## config.mk

```make
export PLATFORM = sky130hd
export DESIGN_NAME = cpu_mem_arbiter
export DESIGN_NICKNAME = d
export VERILOG_FILES = /design/src/rtl/cpu_mem_arbiter_pkg.sv /design/src/rtl/cpu_mem_arbiter_req_reg.sv /design/src/rtl/cpu_mem_arbiter.sv
export SDC_FILE = /design/constraint.sdc
export NUM_CORES = 1
export LEC_CHECK = 0
export BUFFER_PORTS_ARGS = -buffer_cell sky130_fd_sc_hd__clkbuf_2
export CAP_MARGIN = 20
export CORE_MARGIN = 2
export CORE_UTILIZATION = 26
export CTS_CLUSTER_SIZE = 8
export DETAILED_ROUTE_END_ITERATION = 10
export GPL_TIMING_DRIVEN = 1
export HOLD_SLACK_MARGIN = 0.12
export PLACE_DENSITY = 0.66
export SLEW_MARGIN = 20
export SYNTH_ARGS = -nofsm -noshare
export SYNTH_HDL_FRONTEND = slang
export SYNTH_SLANG_ARGS = --single-unit
```

## constraint.sdc

```tcl
create_clock -name clk -period 4 [get_ports clk]
set_input_delay 0.8 -clock clk [delete_from_list [all_inputs] [get_ports clk]]
set_output_delay 0.8 -clock clk [all_outputs]
set_load 0.1 [all_outputs]
```

## src/rtl/cpu_mem_arbiter_pkg.sv

```systemverilog
// Shared types for the cpu memory arbiter: word widths and the FSM/port enums.
// Also provides the grant-selection helper used by cpu_mem_arbiter.
package rv32i_types;

  localparam int WORD_WIDTH = 32;
  localparam int BYTE_WIDTH = 8;

  typedef logic [WORD_WIDTH-1:0] rv32i_word;

endpackage : rv32i_types

package arbiter_types;

  typedef enum logic [1:0] {
    IDLE       = 2'd0,
    SERVE_INST = 2'd1,
    SERVE_DATA = 2'd2
  } arb_state_t;

  typedef enum logic {
    PORT_INST = 1'b0,
    PORT_DATA = 1'b1
  } arb_port_t;

  // Data wins unless both request and the caller asks to favour inst this time.
  // With no request at all the result is irrelevant; the caller gates it.
  function automatic arb_port_t pick_winner(input logic inst_req,
                                            input logic data_req,
                                            input logic prefer_inst);
    if (data_req && !(inst_req && prefer_inst)) begin
      return PORT_DATA;
    end
    return PORT_INST;
  endfunction

endpackage : arbiter_types

```

## src/rtl/cpu_mem_arbiter_req_reg.sv

```systemverilog
// arb_req_reg: holds the request fields presented on the shared memory port.
// Loaded at grant, read/write cleared on completion, zeroed by synchronous active-low reset.
module arb_req_reg #(
  parameter int WIDTH    = 32,
  parameter int BE_WIDTH = 4
) (
  input  logic                clk,
  input  logic                rst_n,
  input  logic                load_i,
  input  logic                clear_i,
  input  logic [WIDTH-1:0]    address_i,
  input  logic                read_i,
  input  logic                write_i,
  input  logic [BE_WIDTH-1:0] byte_enable_i,
  input  logic [WIDTH-1:0]    wdata_i,
  output logic [WIDTH-1:0]    address_o,
  output logic                read_o,
  output logic                write_o,
  output logic [BE_WIDTH-1:0] byte_enable_o,
  output logic [WIDTH-1:0]    wdata_o
);

  logic [WIDTH-1:0]    address_q;
  logic                read_q;
  logic                write_q;
  logic [BE_WIDTH-1:0] byte_enable_q;
  logic [WIDTH-1:0]    wdata_q;

  // NOTE: sequential state uses non-blocking assignments so every register
  // samples pre-edge values regardless of process ordering.
  // NOTE: the data fields are reset too, not only the strobes, so the shared
  // port never shows a stale address after a mid-transaction reset.
  always_ff @(posedge clk) begin
    if (!rst_n) begin
      address_q     <= '0;
      read_q        <= 1'b0;
      write_q       <= 1'b0;
      byte_enable_q <= '0;
      wdata_q       <= '0;
    end else if (load_i) begin
      address_q     <= address_i;
      read_q        <= read_i;
      write_q       <= write_i;
      byte_enable_q <= byte_enable_i;
      wdata_q       <= wdata_i;
    end else if (clear_i) begin
      // Address/data/byte-enable stay put; only the strobes drop.
      read_q  <= 1'b0;
      write_q <= 1'b0;
    end
  end

  assign address_o     = address_q;
  assign read_o        = read_q;
  assign write_o       = write_q;
  assign byte_enable_o = byte_enable_q;
  assign wdata_o       = wdata_q;

endmodule : arb_req_reg

```

## src/rtl/cpu_mem_arbiter.sv

```systemverilog
// cpu_mem_arbiter: merges the cpu instruction and data memory ports onto one shared port.
// Fixed data priority by default; define ARB_ROUND_ROBIN_EN for alternating grants on contention.
module cpu_mem_arbiter
  import rv32i_types::*;
  import arbiter_types::*;
#(
  parameter int WIDTH    = WORD_WIDTH,
  parameter int BE_WIDTH = WIDTH / BYTE_WIDTH
) (
  input  logic                clk,
  input  logic                rst,

  input  logic [WIDTH-1:0]    inst_mem_address,
  input  logic                inst_mem_read,
  input  logic                inst_mem_write,
  input  logic [BE_WIDTH-1:0] inst_mem_byte_enable,
  input  logic [WIDTH-1:0]    inst_mem_wdata,
  output logic [WIDTH-1:0]    inst_mem_rdata,
  output logic                inst_mem_resp,

  input  logic [WIDTH-1:0]    data_mem_address,
  input  logic                data_mem_read,
  input  logic                data_mem_write,
  input  logic [BE_WIDTH-1:0] data_mem_byte_enable,
  input  logic [WIDTH-1:0]    data_mem_wdata,
  output logic [WIDTH-1:0]    data_mem_rdata,
  output logic                data_mem_resp,

  output logic [WIDTH-1:0]    mem_address,
  output logic                mem_read,
  output logic                mem_write,
  output logic [BE_WIDTH-1:0] mem_byte_enable,
  output logic [WIDTH-1:0]    mem_wdata,
  input  logic [WIDTH-1:0]    mem_rdata,
  input  logic                mem_resp
);

  arb_state_t state_q, state_d;
  arb_port_t  winner;

  logic                inst_req;
  logic                data_req;
  logic                grant;
  logic                clear;
  logic [WIDTH-1:0]    sel_address;
  logic                sel_read;
  logic                sel_write;
  logic [BE_WIDTH-1:0] sel_byte_enable;
  logic [WIDTH-1:0]    sel_wdata;

  assign inst_req = inst_mem_read | inst_mem_write;
  assign data_req = data_mem_read | data_mem_write;
  assign grant    = (state_q == IDLE) && (inst_req || data_req);
  assign clear    = (state_q != IDLE) && mem_resp;

`ifdef ARB_ROUND_ROBIN_EN
  arb_port_t last_grant_q, last_grant_d;

  always_ff @(posedge clk) begin
    if (!rst) begin
      last_grant_q <= PORT_INST;
    end else begin
      last_grant_q <= last_grant_d;
    end
  end

  assign last_grant_d = grant ? winner : last_grant_q;
  assign winner       = pick_winner(inst_req, data_req, last_grant_q == PORT_DATA);
`else
  assign winner = pick_winner(inst_req, data_req, 1'b0);
`endif

  // Write beats read when a requester raises both.
  // NOTE: every always_comb output gets a default first, so no path can infer a latch.
  always_comb begin
    sel_address     = inst_mem_address;
    sel_read        = inst_mem_read & ~inst_mem_write;
    sel_write       = inst_mem_write;
    sel_byte_enable = inst_mem_byte_enable;
    sel_wdata       = inst_mem_wdata;
    if (winner == PORT_DATA) begin
      sel_address     = data_mem_address;
      sel_read        = data_mem_read & ~data_mem_write;
      sel_write       = data_mem_write;
      sel_byte_enable = data_mem_byte_enable;
      sel_wdata       = data_mem_wdata;
    end
  end

  arb_req_reg #(
    .WIDTH    (WIDTH),
    .BE_WIDTH (BE_WIDTH)
  ) u_req_reg (
    .clk           (clk),
    .rst_n         (rst),
    .load_i        (grant),
    .clear_i       (clear),
    .address_i     (sel_address),
    .read_i        (sel_read),
    .write_i       (sel_write),
    .byte_enable_i (sel_byte_enable),
    .wdata_i       (sel_wdata),
    .address_o     (mem_address),
    .read_o        (mem_read),
    .write_o       (mem_write),
    .byte_enable_o (mem_byte_enable),
    .wdata_o       (mem_wdata)
  );

  always_ff @(posedge clk) begin
    if (!rst) begin
      state_q <= IDLE;
    end else begin
      state_q <= state_d;
    end
  end

  always_comb begin
    state_d = state_q;
    unique case (state_q)
      IDLE: begin
        if (grant) begin
          state_d = (winner == PORT_DATA) ? SERVE_DATA : SERVE_INST;
        end
      end
      SERVE_INST, SERVE_DATA: begin
        if (mem_resp) begin
          state_d = IDLE;
        end
      end
      default: state_d = IDLE;
    endcase
  end

  // Only the owner sees mem_resp/mem_rdata; a response arriving in IDLE goes nowhere.
  always_comb begin
    inst_mem_resp  = 1'b0;
    inst_mem_rdata = '0;
    data_mem_resp  = 1'b0;
    data_mem_rdata = '0;
    unique case (state_q)
      SERVE_INST: begin
        inst_mem_resp  = mem_resp;
        inst_mem_rdata = mem_rdata;
      end
      SERVE_DATA: begin
        data_mem_resp  = mem_resp;
        data_mem_rdata = mem_rdata;
      end
      default: ;
    endcase
  end

endmodule : cpu_mem_arbiter
```

# After elaboration in Yosys (flattened, before gate mapping)
# Index checks and enable logic that the tools add are counted.
[word_totals] ff_bits=72 latch_bits=0 ramBits=0 mem_bits_ro=0 in_bits=175 out_inout_bits=136 wordCells=43 n_memories=0
[classes] addsub=0 mul=0 div_mod_pow=0 order_cmp=0 eq_ne=4 shift=0 mux=19 bitwise=6 n_reduce_logical=8
[ops] cell="two-way mux 32 bit" n=4
[ops] cell="two-way mux 1 bit" n=10
[ops] cell="two-way mux 2 bit" n=3
[ops] cell="two-way mux 4 bit" n=1
[ops] cell="!= test 2 bit (second input constant)" n=2
[ops] cell="case mux 2 bit (2 select lines)" n=1
[ops] cell="nonzero test 2 bit" n=2
[ops] cell="bitwise AND 1 bit" n=2
[ops] cell="equality test 2 x 1 -> 1 bit (second input constant)" n=1
[ops] cell="equality test 2 bit (second input constant)" n=1
[ops] cell="logical AND 1 bit" n=2
[ops] cell="zero test 2 bit" n=1
[ops] cell="NOT 1 bit" n=2
[ops] cell="bitwise OR 1 bit" n=2
[ops] cell="AND reduction 2 bit" n=1
[ops] cell="OR reduction 2 bit" n=1
[ops] cell="logical OR 1 bit" n=1

# Longest topological paths before layout
[depth] depth_word=6 depth_mapped=8 mapped_depth_nobuf=5

# Hierarchy
# A second synthesis with hierarchy kept.
[hier_totals] cells_unflattened=395 area_unflattened_um2=4164.0
[by_module_without_submodules] mod="arb_req_reg" n_inst=1 cells_per_inst=225 area_per_inst_um2=2687.6 seq_area_each_um2=1401.3
[by_module_without_submodules] mod="cpu_mem_arbiter" n_inst=1 cells_per_inst=170 area_per_inst_um2=1476.4 seq_area_each_um2=40.0

# Least setup slack after synthesis
# Ideal clock, no wire load.
[synth_timing] path_kind="reg2out" start="reg state_q[0]" end="out data_mem_rdata[31]" arrival_time_ns=1.561 required_ns=3.200 slack_ns=1.639 stages_incl_launch_ff=5 path_buffers=1 path_cell_list="dfxtp_1 -> inv_1 -> ha_1 -> clkbuf_1 -> and2_1"
[synth_via] elab_chain_len=2
[synth_rtl] element="start, declared" line_no="cpu_mem_arbiter.sv:38" rtl="arb_state_t state_q, state_d;"
[synth_rtl] element="start signal, assigned" line_no="cpu_mem_arbiter.sv:114" rtl="state_q <= state_d;"
[synth_rtl] element="equality test 2 bit" line_no="cpu_mem_arbiter.sv:141" rtl="unique case (state_q)"
[synth_rtl] element="two-way mux 32 bit" line_no="cpu_mem_arbiter.sv:141"
[synth_rtl] element="end, declared" line_no="cpu_mem_arbiter.sv:26" rtl="output logic [WIDTH-1:0] data_mem_rdata,"
# Every way passes these cells.

# Worst setup path in the final report
[layout_timing] start="reg state_q[0]" end="out data_mem_rdata[26]"
# The elaborated chain is that of the path after synthesis.

==> impl_metrics.csv <==
group,metric,value,unit
clock_tree,cts_inserted_buffers,9,
clock_tree,clock_latency,0.33,ns
timing,worst_slack,1.08,ns
floorplan,die_area,0.0150,mm^2
logic_synthesis,syn-cell-area,0.00364,mm^2
timing,slew_headroom,41.2,%
timing,drv_slew,0,
global_route,grt_busiest_layer,"met2",
timing,min_period,2.92,ns
floorplan,dieWidth,122,um
logic_synthesis,synth_area_leader_cell,"dfxtp_1",
placement,io_buffers,310,
pwr,power.total,3.51,mW
timing,fin_skew,0.00512,ns
timing,setup_viol,0,
global_route,grt_max_degree,71,
final_layout,instances_no_fill,815,
timing,worstMarginPinSlew,0.883,ns
global_route,grt.overflow.total,0,
clock_tree,path_clk_slew,0.06,ns
global_route,grt_pass1_wl,15600,um
floorplan,initial_core_util,26.4,%
clock_tree,hold_buffers,0,
clock_tree,cts_tree,"built",
logic_synthesis,synth_cells,334,
routing,wl_per_cell,13.1,um
pwr,peakVddDrop,0.274,mV
final_layout,syn2layout_area_growth,55.2,%
pwr,leakage,2.80,nW
logic_synthesis,synth_edf_count,0,
logic_synthesis,synth_nets,512,
global_route,grt_use_met2,25.0,%
logic_synthesis,yosysUniqueCellTypes,25,
logic_synthesis,synthArstFlopShare,0,%
clock_tree,cts_buffer_depth,2,
routing,drc,0,
placement,hpwl,8320,um
global_route,use_met3,3.58,%
clock_tree,clockRootBuffer,"clkbuf_16",
critical_path,worstSetupEndpointType,"output pin",
routing,vias,3568,
logic_synthesis,synth.most_common_cell,"dfxtp_1",
critical_path,reg2regPathDepth,6,
floorplan,core,0.0138,mm^2
placement,dp.cells,799,
timing,tns,0,ns
logic_synthesis,synth.avg_cell_area,10.9,um^2
placement,place_ws,1.38,ns
logic_synthesis,yosysWarningCount,0,
floorplan,row_count,43,
routing,vias_per_cell,4.38,
critical_path,start_kind,"flop",
clock_tree,cts_resized,0,
timing,finalHoldViolations,0,
logic_synthesis,synth.area.top_cells,"dfxtp_1 (40%), mux2i_1 (19%), o2bb2ai_1 (12%)",
routing,drt_iter0_drc,59,
logic_synthesis,netlist.area_leader.share,39.6,%
critical_path,worst-path-max-fanout,33,
critical_path,cp.required,3.20,ns
logic_synthesis,synth_ff_type,"dfxtp_1",
routing,drt_pass1_iterations,4,
global_route,grtUsageTotal,13.4,%
floorplan,ios,311,
global_route,grt.met1_usage,14.5,%
routing,antenna_left,0,
logic_synthesis,synth_seq_area_share,39.6,%
final_layout,drive_above_1_share,55.6,%
final_layout,final.fill_count,1404,
final_layout,layout.nets,808,
floorplan,die_h,122,um
timing,max_freq,342,MHz
timing,rsz0062_at_grt,"no",
critical_path,worstSetupPathType,"reg -> out",
timing,post-route-period-util,73.0,%
worst_hold_path,hp-class,"reg -> reg",
global_route,grt_pass1_vias,3174,
clock_tree,htreeDepth,3,
clock_tree,cts_setup_buffers,0,
placement,routabilityCongestion,0.703,
logic_synthesis,ys_top_cells_by_count,"dfxtp_1 (72), mux2i_1 (68), and2_1 (66)",
final_layout,antenna_cells,0,
clock_tree,clock_sinks,72,
routing,drt-total-wl,10700,um
pwr,power_density,622,mW/mm^2
critical_path,cp_data_arrival_time,2.12,ns
run_status,run_status,"finished, final reports clean",
worst_hold_path,hold_path_depth,1,
job,cap_violations,0,
logic_synthesis,synth_seq_cells,72,
global_route,antenna_found_initial,0,
-- per-stage QoR --
| stage | hold slack (ns) | instance area, um^2 | utilization (%) |
|---|---|---|---|
| 6_report | 0.458 | 5650 | 41.0 |
| 3_3_place_gp | 0.444 | 5290 | 38.4 |
| 4_1_cts | 0.462 | 5650 | 41.0 |
| 2_1_floorplan | 0.464 | 3640 | - |
| 5_1_grt | 0.477 | 5650 | 41.0 |
| 3_5_place_dp | 0.446 | 5290 | 38.4 |
-- cell families after synthesis --
group           share of synthesized area, %
flops                                   39.6
mux                                     18.7
simple gates                            13.9
compound gates                          21.4
buf+inv                                 5.33
fa+ha+maj                               1.03
-- path summary, 6_finish.rpt --
| kind | from | endpoint | slack (ns) |
|---|---|---|---|
| max | state_q[0] | data_mem_rdata[26] | 1.08 |
| min | u_req_reg.wdata_o[22] | u_req_reg.wdata_o[22] | 0.46 |
| max reg2reg | state_q[0] | u_req_reg.wdata_o[13] | 2.05 |
| min reg2reg | u_req_reg.wdata_o[22] | u_req_reg.wdata_o[22] | 0.46 |
-- flip-flops by register name (all words and copies together) (netlist names) --
name / cells
u_req_reg.address_o: 32
u_req_reg.wdata_o: 32
u_req_reg.byte_enable_o: 4
state_q: 2
u_req_reg.read_o: 1
u_req_reg.write_o: 1
-- where the power goes --
group,internal (mW),switching (mW)
sequential,0.824,0.0595
clock,0.630,0.315
combinational,0.290,1.39
-- critical path, stage by stage (launching register included) --
cell	delay, ns
dfxtp_1	0.31
inv_1	0.09
ha_1	0.68
and2_1	0.25
clkbuf_2	0.46
-- layer usage --
metal,wire length [um],part of all wire [%]
met2,5500,51
met1,4180,39
met5,0,0
met3,891,8.3
met4,116,1.1
-- area by class of cell --
type	instances	area (um^2)	share of cell area [%]
multi-input cells	229	2010	35.5
well taps	180	225	3.99
inverters	5	18.8	0.332
flip-flops and latches	72	1440	25.5
clock buffers	10	239	4.23
clock inverters	6	115	2.04
repair buffers	313	1600	28.3
-- layout by cell type, fill, tap and decap left out, drive strengths merged, types with 2 or more instances in the layout --
cell type and n:
and2 66, bufinv 3, ha 3, clkbuf 320
buf 3, mux2i 68, nor3b 2, a21oi 4
o21ai 3, dfxtp 72, nor2 3, nor2b 2
nand2 3, inv 6, o2bb2ai 68
No activity file was read; power rests on OpenSTA's default activity.
